`src/rtl/acl_spi_sequencer.sv`:
```
// Frame sequencer for an SPI accelerometer: writes two config words, then
// polls the X/Y/Z data registers with slave-select guard timing and a reply timeout.
module acl_spi_sequencer #(
  parameter logic [23:0] STARTUP_CYCLES = 24'd100000,
  parameter logic [7:0]  SS_GUARD       = 8'd16,
  parameter logic [23:0] POLL_GAP       = 24'd10000,
  parameter logic [23:0] TIMEOUT        = 24'd200000,
  parameter logic [15:0] CFG0           = 16'h2D08,
  parameter logic [15:0] CFG1           = 16'h3100
) (
  input  logic        clk,
  input  logic        rst,
  input  logic        enable,
  input  logic        done_in,
  input  logic [7:0]  rxbuffer,
  output logic        transmit,
  output logic [15:0] txbuffer,
  output logic        ss,
  output logic [7:0]  x_data,
  output logic [7:0]  y_data,
  output logic [7:0]  z_data,
  output logic        data_valid,
  output logic        cfg_done,
  output logic        error
);

  localparam int unsigned CNT_W = 24;
  localparam int unsigned CMP_W = CNT_W + 1;

  localparam logic [2:0] S_STARTUP = 3'd0;
  localparam logic [2:0] S_PARK    = 3'd1;
  localparam logic [2:0] S_SETUP   = 3'd2;
  localparam logic [2:0] S_START   = 3'd3;
  localparam logic [2:0] S_WAIT    = 3'd4;
  localparam logic [2:0] S_HOLD    = 3'd5;
  localparam logic [2:0] S_GAP     = 3'd6;

  localparam logic [2:0] STEP_CFG0 = 3'd0;
  localparam logic [2:0] STEP_CFG1 = 3'd1;
  localparam logic [2:0] STEP_X    = 3'd2;
  localparam logic [2:0] STEP_Y    = 3'd3;
  localparam logic [2:0] STEP_Z    = 3'd4;

  logic [2:0]       r_state, w_state_nxt;
  logic [2:0]       r_step, w_step_nxt;
  logic [CNT_W-1:0] r_cnt, w_cnt_nxt, w_cnt_inc;
  logic             r_retry, w_retry_nxt;
  logic             r_done_d;
  logic             r_transmit, w_transmit_nxt;
  logic [15:0]      r_txbuffer, w_txbuffer_nxt;
  logic             r_ss, w_ss_nxt;
  logic [7:0]       r_x, w_x_nxt;
  logic [7:0]       r_y, w_y_nxt;
  logic [7:0]       r_z, w_z_nxt;
  logic             r_dv, w_dv_nxt;
  logic             r_cfg_done, w_cfg_done_nxt;
  logic             r_error, w_error_nxt;
  logic             w_go_setup;

  logic [CMP_W-1:0] w_cnt_p1;
  logic             w_startup_end, w_guard_end, w_hold_end, w_gap_end, w_wait_expired;
  logic             w_done_rise;

  function automatic logic [15:0] frame_word(input logic [2:0] step);
    case (step)
      STEP_CFG0: frame_word = CFG0;
      STEP_CFG1: frame_word = CFG1;
      STEP_X:    frame_word = 16'hB200;
      STEP_Y:    frame_word = 16'hB400;
      STEP_Z:    frame_word = 16'hB600;
      default:   frame_word = 16'h0000;
    endcase
  endfunction

  // Terminal-count compares in one extra bit so limits near 2^24 cannot wrap.
  assign w_cnt_p1       = CMP_W'(r_cnt) + CMP_W'(1);
  assign w_cnt_inc      = (r_cnt == {CNT_W{1'b1}}) ? r_cnt : r_cnt + CNT_W'(1);
  assign w_startup_end  = w_cnt_p1 >= CMP_W'(STARTUP_CYCLES);
  assign w_guard_end    = w_cnt_p1 >= CMP_W'(SS_GUARD);
  assign w_hold_end     = w_cnt_p1 >= CMP_W'({SS_GUARD, 1'b0});
  assign w_gap_end      = w_cnt_p1 >= CMP_W'(POLL_GAP);
  // The START cycle counts toward the transmit-to-done_in budget.
  assign w_wait_expired = (w_cnt_p1 + CMP_W'(1)) >= CMP_W'(TIMEOUT);
  assign w_done_rise    = done_in & ~r_done_d;

  always_comb begin
    w_state_nxt    = r_state;
    w_step_nxt     = r_step;
    w_cnt_nxt      = w_cnt_inc;
    w_retry_nxt    = r_retry;
    w_transmit_nxt = 1'b0;
    w_txbuffer_nxt = r_txbuffer;
    w_ss_nxt       = r_ss;
    w_x_nxt        = r_x;
    w_y_nxt        = r_y;
    w_z_nxt        = r_z;
    w_dv_nxt       = 1'b0;
    w_cfg_done_nxt = r_cfg_done;
    w_error_nxt    = r_error;
    w_go_setup     = 1'b0;

    case (r_state)
      S_STARTUP: begin
        w_ss_nxt = 1'b1;
        if (w_startup_end) begin
          w_go_setup = 1'b1;
          w_step_nxt = STEP_CFG0;
        end
      end
      S_PARK: begin
        w_ss_nxt = 1'b1;
        if (enable) begin
          w_go_setup = 1'b1;
          w_step_nxt = STEP_X;
        end
      end
      S_SETUP: begin
        if (w_guard_end) begin
          w_state_nxt    = S_START;
          w_transmit_nxt = 1'b1;
        end
      end
      S_START: w_state_nxt = S_WAIT;
      S_WAIT: begin
        if (w_done_rise) begin
          w_state_nxt = S_HOLD;
          w_retry_nxt = 1'b0;
          case (r_step)
            STEP_X: w_x_nxt = rxbuffer;
            STEP_Y: w_y_nxt = rxbuffer;
            STEP_Z: begin
              w_z_nxt  = rxbuffer;
              w_dv_nxt = 1'b1;
            end
            default: ;
          endcase
        end else if (w_wait_expired) begin
          w_state_nxt = S_HOLD;
          w_retry_nxt = 1'b1;
          w_error_nxt = 1'b1;
          w_ss_nxt    = 1'b1;
        end
      end
      S_HOLD: begin
        if (w_guard_end) w_ss_nxt = 1'b1;
        if (w_hold_end) begin
          if (r_retry) begin
            w_go_setup = 1'b1;
          end else begin
            case (r_step)
              STEP_CFG0: begin
                w_step_nxt = STEP_CFG1;
                w_go_setup = 1'b1;
              end
              STEP_CFG1: begin
                w_cfg_done_nxt = 1'b1;
                w_step_nxt     = STEP_X;
                w_state_nxt    = S_PARK;
              end
              STEP_X, STEP_Y: begin
                if (enable) begin
                  w_step_nxt = r_step + 3'd1;
                  w_go_setup = 1'b1;
                end else begin
                  w_state_nxt = S_PARK;
                end
              end
              default: w_state_nxt = S_GAP;
            endcase
          end
        end
      end
      S_GAP: begin
        w_ss_nxt = 1'b1;
        if (w_gap_end) begin
          if (enable) begin
            w_go_setup = 1'b1;
            w_step_nxt = STEP_X;
          end else begin
            w_state_nxt = S_PARK;
          end
        end
      end
      default: w_state_nxt = S_STARTUP;
    endcase

    // Frame word is loaded once on SETUP entry and held until the frame retires.
    if (w_go_setup) begin
      w_state_nxt    = S_SETUP;
      w_ss_nxt       = 1'b0;
      w_retry_nxt    = 1'b0;
      w_txbuffer_nxt = frame_word(w_step_nxt);
    end
    if (w_state_nxt != r_state) w_cnt_nxt = '0;
  end

  always_ff @(posedge clk) begin
    if (rst) begin
      r_state    <= S_STARTUP;
      r_step     <= STEP_CFG0;
      r_cnt      <= '0;
      r_retry    <= 1'b0;
      r_done_d   <= 1'b0;
      r_transmit <= 1'b0;
      r_txbuffer <= 16'h0000;
      r_ss       <= 1'b1;
      r_x        <= 8'h00;
      r_y        <= 8'h00;
      r_z        <= 8'h00;
      r_dv       <= 1'b0;
      r_cfg_done <= 1'b0;
      r_error    <= 1'b0;
    end else begin
      r_state    <= w_state_nxt;
      r_step     <= w_step_nxt;
      r_cnt      <= w_cnt_nxt;
      r_retry    <= w_retry_nxt;
      r_done_d   <= done_in;
      r_transmit <= w_transmit_nxt;
      r_txbuffer <= w_txbuffer_nxt;
      r_ss       <= w_ss_nxt;
      r_x        <= w_x_nxt;
      r_y        <= w_y_nxt;
      r_z        <= w_z_nxt;
      r_dv       <= w_dv_nxt;
      r_cfg_done <= w_cfg_done_nxt;
      r_error    <= w_error_nxt;
    end
  end

  assign transmit   = r_transmit;
  assign txbuffer   = r_txbuffer;
  assign ss         = r_ss;
  assign x_data     = r_x;
  assign y_data     = r_y;
  assign z_data     = r_z;
  assign data_valid = r_dv;
  assign cfg_done   = r_cfg_done;
  assign error      = r_error;

endmodule
```
`config.mk`:
```
export PLATFORM = sky130hd
export DESIGN_NAME = acl_spi_sequencer
export DESIGN_NICKNAME = d
export VERILOG_FILES = /design/src/rtl/acl_spi_sequencer.sv
export SDC_FILE = /design/constraint.sdc
export NUM_CORES = 1
export LEC_CHECK = 0
export BUFFER_PORTS_ARGS = -buffer_cell sky130_fd_sc_hd__buf_2
export CELL_PAD_IN_SITES_DETAIL_PLACEMENT = 1
export CELL_PAD_IN_SITES_GLOBAL_PLACEMENT = 2
export CORE_ASPECT_RATIO = 1.75
export CORE_MARGIN = 2
export CORE_UTILIZATION = 38
export CTS_BUF_LIST = sky130_fd_sc_hd__clkbuf_8 sky130_fd_sc_hd__clkbuf_16
export DETAILED_ROUTE_END_ITERATION = 10
export PLACE_DENSITY = 0.9
export SETUP_SLACK_MARGIN = 0.5
export SYNTH_ARGS = -nofsm -noshare
export SYNTH_HDL_FRONTEND = slang
export SYNTH_SLANG_ARGS = --single-unit
```
`constraint.sdc`:
```
create_clock -name clk -period 6.8 [get_ports clk]
set_input_delay 0.34 -clock clk [delete_from_list [all_inputs] [get_ports clk]]
set_output_delay 0.34 -clock clk [all_outputs]
set_load 0.02 [all_outputs]
```
== Word level (Yosys, flattened, before mapping) ==
Index checks and enable logic that the tools add are counted.
Storage, ports and cells
  register bits: 77
  input port bits: 12
  output and inout port bits: 45
  word-level logic and storage cells: 101
Cells by class
  $add $sub $neg: 4
  order comparisons: 5
  equality and inequality tests: 19
  muxes and demuxes: 34
  bitwise operators: 6
  reductions and logical operators: 19
Operators with widths (count)
  one-hot mux 16 bit (5 select lines): 1
  2-to-1 mux 3 bit: 14
  adder 24 x 1 -> 25 bit, second input constant: 1
  adder 25 x 1 -> 25 bit, second input constant: 1
  greater-or-equal comparator 25 x 14 -> 1 bit, second input constant: 1
  greater-or-equal comparator 25 x 17 -> 1 bit, second input constant: 1
  greater-or-equal comparator 25 x 18 -> 1 bit, second input constant: 1
  greater-or-equal comparator 25 x 5 -> 1 bit, second input constant: 1
  greater-or-equal comparator 25 x 6 -> 1 bit, second input constant: 1
  adder 24 x 1 -> 24 bit, second input constant: 1
  == test 24 bit, second input constant: 1
  == test 3 x 2 -> 1 bit, second input constant: 6
  one-hot mux 3 bit (3 select lines): 2
  one-hot mux 3 bit (6 select lines): 1
  == test 3 bit, second input constant: 5
  2-to-1 mux 1 bit: 12
  one-hot mux 3 bit (4 select lines): 1
  AND reduction 3 bit: 4
  OR reduction 2 bit: 5
  == test 3 x 1 -> 1 bit, second input constant: 3
  zero test 3 bit: 3
  inequality test 3 bit, second input constant: 3
  AND reduction 4 bit: 2
  OR reduction 3 bit: 2
  other kinds (10): 14

== Longest topological paths before layout ==
  depth after elaboration: 9
  gate-level depth with buffers: 13
  gate-level depth less buffers: 12

== Worst setup path after synthesis ==
Ideal clock, no wire load.
  kind: register to register
  from: register r_cnt[2]
  to: register r_cnt[21]
  library setup time: 152 ps
  arrival time: 3268 ps
  required time: 6648 ps
  setup slack: 3380 ps
  cell stages (with the launch flop): 13
  buffers on the path: 1
  clock period less this slack: 3420 ps
  cells stage by stage: dfxtp_1 ha_1 nand4_2 nor4_2 and4_1 o211ai_2 or4_1 a31oi_1 mux2i_1 and4b_4 a311oi_4 buf_6 a2111oi_2
On the way
  longest elaborated chain between the ends: 9
  elaborated cells between the ends (all ways): 22
  classes of those cells: add/sub: 3; order compare: 5; eq/ne: 2; mux: 11; reduce/logical: 1
RTL lines
  start, declared: RTL line 46  | logic [CNT_W-1:0] r_cnt, w_cnt_nxt, w_cnt_inc;
  start signal, assigned: RTL line 216  | r_cnt <= w_cnt_nxt;
  adder 24 x 1 -> 25 bit: RTL line 76  | assign w_cnt_p1 = CMP_W'(r_cnt) + CMP_W'(1);
  adder 25 x 1 -> 25 bit: RTL line 83  | assign w_wait_expired = (w_cnt_p1 + CMP_W'(1)) >= CMP_W'(TIMEOUT);
  greater-or-equal comparator 25 x 18 -> 1 bit: RTL line 83
  2-to-1 mux 3 bit: RTL line 137  | end else if (w_wait_expired) begin
  2-to-1 mux 3 bit: RTL line 125  | if (w_done_rise) begin
  one-hot mux 3 bit (6 select lines): RTL line 102  | case (r_state)
  2-to-1 mux 3 bit: RTL line 188  | if (w_go_setup) begin
  inequality test 3 bit: RTL line 194  | if (w_state_nxt != r_state) w_cnt_nxt = '0;
  OR reduction 2 bit (no source line)
Parallel ways exist; a longest one is shown, timed or not.
A chain may end at the register's enable or synchronous reset.

== Worst setup path after layout ==
  from: register r_cnt[2]
  to: register r_cnt[14]
Same word-level chain as after synthesis.

==> flow_summary.toml <==
[place]
portBuffers = 48
hpwl_mm = 12.7
dp_cells = 804
pre_cts_ws_ps = 2240
gp_congestion = 0.941

[setup_path]
start_kind = "flop"
cp_cell_sequence = "ha_1 -> nand4_2 -> nor4_2 -> xor2_2 -> nor2_1 -> nand4_4 -> o31ai_1 -> o2111ai_1 -> and4b_4 -> a311oi_4 -> buf_4 -> a2111oi_0"
slowest_stage = "o31ai_1"
slowest_delay_ps = 710
cp.arrival_ps = 4830
cp.required_ps = 7010
critPathMaxFanout = 24
path_class = "reg2reg"
cp-end-kind = "flop"

[synthesis]
syn_avg_cell_area_sq_um = 7.99
ys_ff_latch = 68
synth_edf_count = 0
seq_area_frac_synth_pct = 27.1
async_reset_ff_share_pct = 0
syn_inst = 628
yosysWarnings = 0
yosys_most_used_dff = "dfxtp_1"
synth.distinct_cells = 82
synth_area_sq_mm = 0.00501

[sta]
hold_viol_final = 0
max_freq_mhz = 216
period_minus_slack_ps = 4620
worst_pin_slew_ps = 977
setup_viol = 0
skew_ps = 6.89
worst_slack_ps = 2180
rsz0062_at_grt = "false"
slew_headroom_pct = 34.7
fin_crit_sh_pct = 67.9
slew_violations = 0
fin_tns_setup_ps = 0

[power]
power_density_mw_per_mm2 = 164
total_power_uw = 908
peakVddDrop_mv = 0.139
p_leak_uw = 0.00197

[layout]
drive_gt1_share_pct = 17.7
stdcell_count = 820
finalNetCount = 665
syn_to_final_growth_pct = 10.7
antenna_cells = 0

[cts]
cts_tree = "built"
clock_path_buffers = 2
post-cts-setup-buffers = 0
post_cts_resized = 0
clkSlewWorstSetupHoldPaths_ps = 60
clock_sinks = 68
cts-root-buf = "clkbuf_16"
h-tree-depth = 3
holdBufCountCts = 0
clk_latency_ps = 340
cts_made_buffers = 9

[floorplan]
die_h_um = 156
fp.dieW_um = 90.8
initial_core_util_pct = 38.8
io_pins = 57
rows = 55
core-area_sq_mm = 0.0129
die_area_sq_mm = 0.0142

[route]
dr.first_iter.drc_count = 172
wirelength_mm = 16.6
vias = 4990
firstDrtPassIters = 4
vias_per_cell = 6.09
drc_errors = 0
top_layer_used = "met4"
antenna_left = 0
dr_wl_met2_mm = 9.32
wl_per_cell_um = 20.3
wl_met1_mm = 6.02
route.met3.wl_um = 507

[job]
maxCapViolations = 0

[hold_path]
hp-class = "in2reg"

[global_route]
grt_pass1_wl_mm = 27.0
grt_pass1_vias = 5249
grt_usage_pct = 23.8
gr-total-overflow = 0
antenna_found_initial = 0
grt_start_max_net_pins = 73

[outcome]
outcome = "finished, final reports clean"
-- final cells by class --
| type | count | area (sq um) |
|---|---|---|
| clock buffers | 11 | 253 |
| clock inverters | 5 | 51.3 |
| well taps | 171 | 214 |
| repair buffers | 51 | 263 |
| inverters | 20 | 75.1 |
| fillers | 1653 | 7390 |
| multi-input cells | 494 | 3330 |
| flip-flops and latches | 68 | 1360 |
-- metrics by stage --
stage / instance area [sq um] / util [%] / hold WS (ps)
after floorplan: 5040 / - / 468
after global placement: 5250 / 40.6 / 441
after detailed placement: 5250 / 40.6 / 449
after CTS: 5550 / 42.9 / 213
after global routing: 5550 / 42.9 / 242
final: 5550 / 42.9 / 227
-- path summary, 6_finish.rpt --
check / start / endpoint / slack, ps / depth (start not counted)
max reg2reg: r_cnt[2] / r_cnt[14] / 2180 / 12
min reg2reg: txbuffer[8] / txbuffer[8] / 450 / 2
min: done_in / r_done_d / 230 / 2
max: r_cnt[2] / r_cnt[14] / 2180 / 12
-- critical path, delay by kind of cell, from the launching register on --
family,cells,cell delay (ps)
simple gates,5,1890
compound gates,4,1360
flops,1,440
fa+ha+maj,1,310
buf+inv,1,270
xor+xnor,1,210
-- registers in the layout, summed over array words and instances (netlist names) --
signal,cells
cfg_done,1
data_valid,1
error,1
r_cnt,24
r_done_d,1
r_retry,1
r_state,3
r_step,3
ss,1
transmit,1
txbuffer,7
x_data,8
y_data,8
z_data,8
-- cells in the final DEF (no fill, tap or decap), types with 8 or more instances in the layout --
master / synthesis / layout
nor2_1: 70 / 69
dfxtp_1: 68 / 68
nand2_1: 54 / 54
buf_2: 8 / 48
a21oi_1: 35 / 35
nand3_1: 30 / 30
o21ai_0: 25 / 25
nor3_1: 22 / 22
mux2i_1: 20 / 20
inv_1: 18 / 19
xnor2_1: 17 / 17
nor4_2: 14 / 14
nor4_1: 12 / 12
a31oi_1: 10 / 10
ha_1: 9 / 9
clkbuf_16: 0 / 9
and3_1: 8 / 8
nand2b_1: 8 / 8
a2111oi_2: 8 / 8
conb_1: 1 / 8
-- report_power, final --
| part | internal [uW] | leakage [uW] | total, uW | switching, uW |
|---|---|---|---|---|
| Sequential | 400 | 0.000548 | 403 | 2.66 |
| Clock | 301 | 0.000153 | 476 | 175 |
| Combinational | 7.92 | 0.00127 | 29.6 | 21.7 |
-- routing by layer --
layer	vias to the layer above	GRT usage (%)
met2	124	47.6
met4	0	13.9
li1	2371	-
met1	2445	22.4
met5	-	0
met3	50	3.53
-- cell families (layout without fill, tap and decap cells) --
family          count (synthesis)  in the layout  synth area share (%)
mux                            21             21                  4.22
xor+xnor                       20             20                  3.64
fa+ha+maj                       9              9                  2.25
other cells                     1              8                0.0748
buf+inv                        73             87                  6.94
compound gates                169            169                  25.6
flops                          68             68                  27.1
simple gates                  267            267                  30.1
-- Yosys cell counts (4+ instances only) --
cell type   n  area share [%]
nor3_1     22             2.2
a211oi_1    4            0.60
buf_2       8            0.80
nor4_2     14             3.5
a2111oi_1   4            0.80
xnor2_1    17             3.0
ha_1        9             2.2
or4_1       4            0.60
a31oi_1    10             1.2
a311oi_1    6             1.0
nor2b_1     5            0.62
nand4_1     6            0.75
a2111oi_2   8             2.4
a2111oi_0   7             1.2
clkbuf_1   28             2.1
a211o_1     4            0.70
o211ai_1    7             1.0
nand2_1    54             4.0
nand2b_1    8             1.0
inv_1      18             1.3
buf_4      13             1.9
dfxtp_1    68              27
and3_1      8             1.0
o31ai_1     5            0.75
o21ai_0    25             2.5
or3_1       5            0.62
nor4_1     12             1.5
nor2_1     70             5.2
nand3_1    30             3.0
o21a_1      6            0.90
mux2i_1    20             4.0
and4_1      5            0.87
a21oi_1    35             3.5
a21boi_0    4            0.60
(Power assumes the default switching activity.)
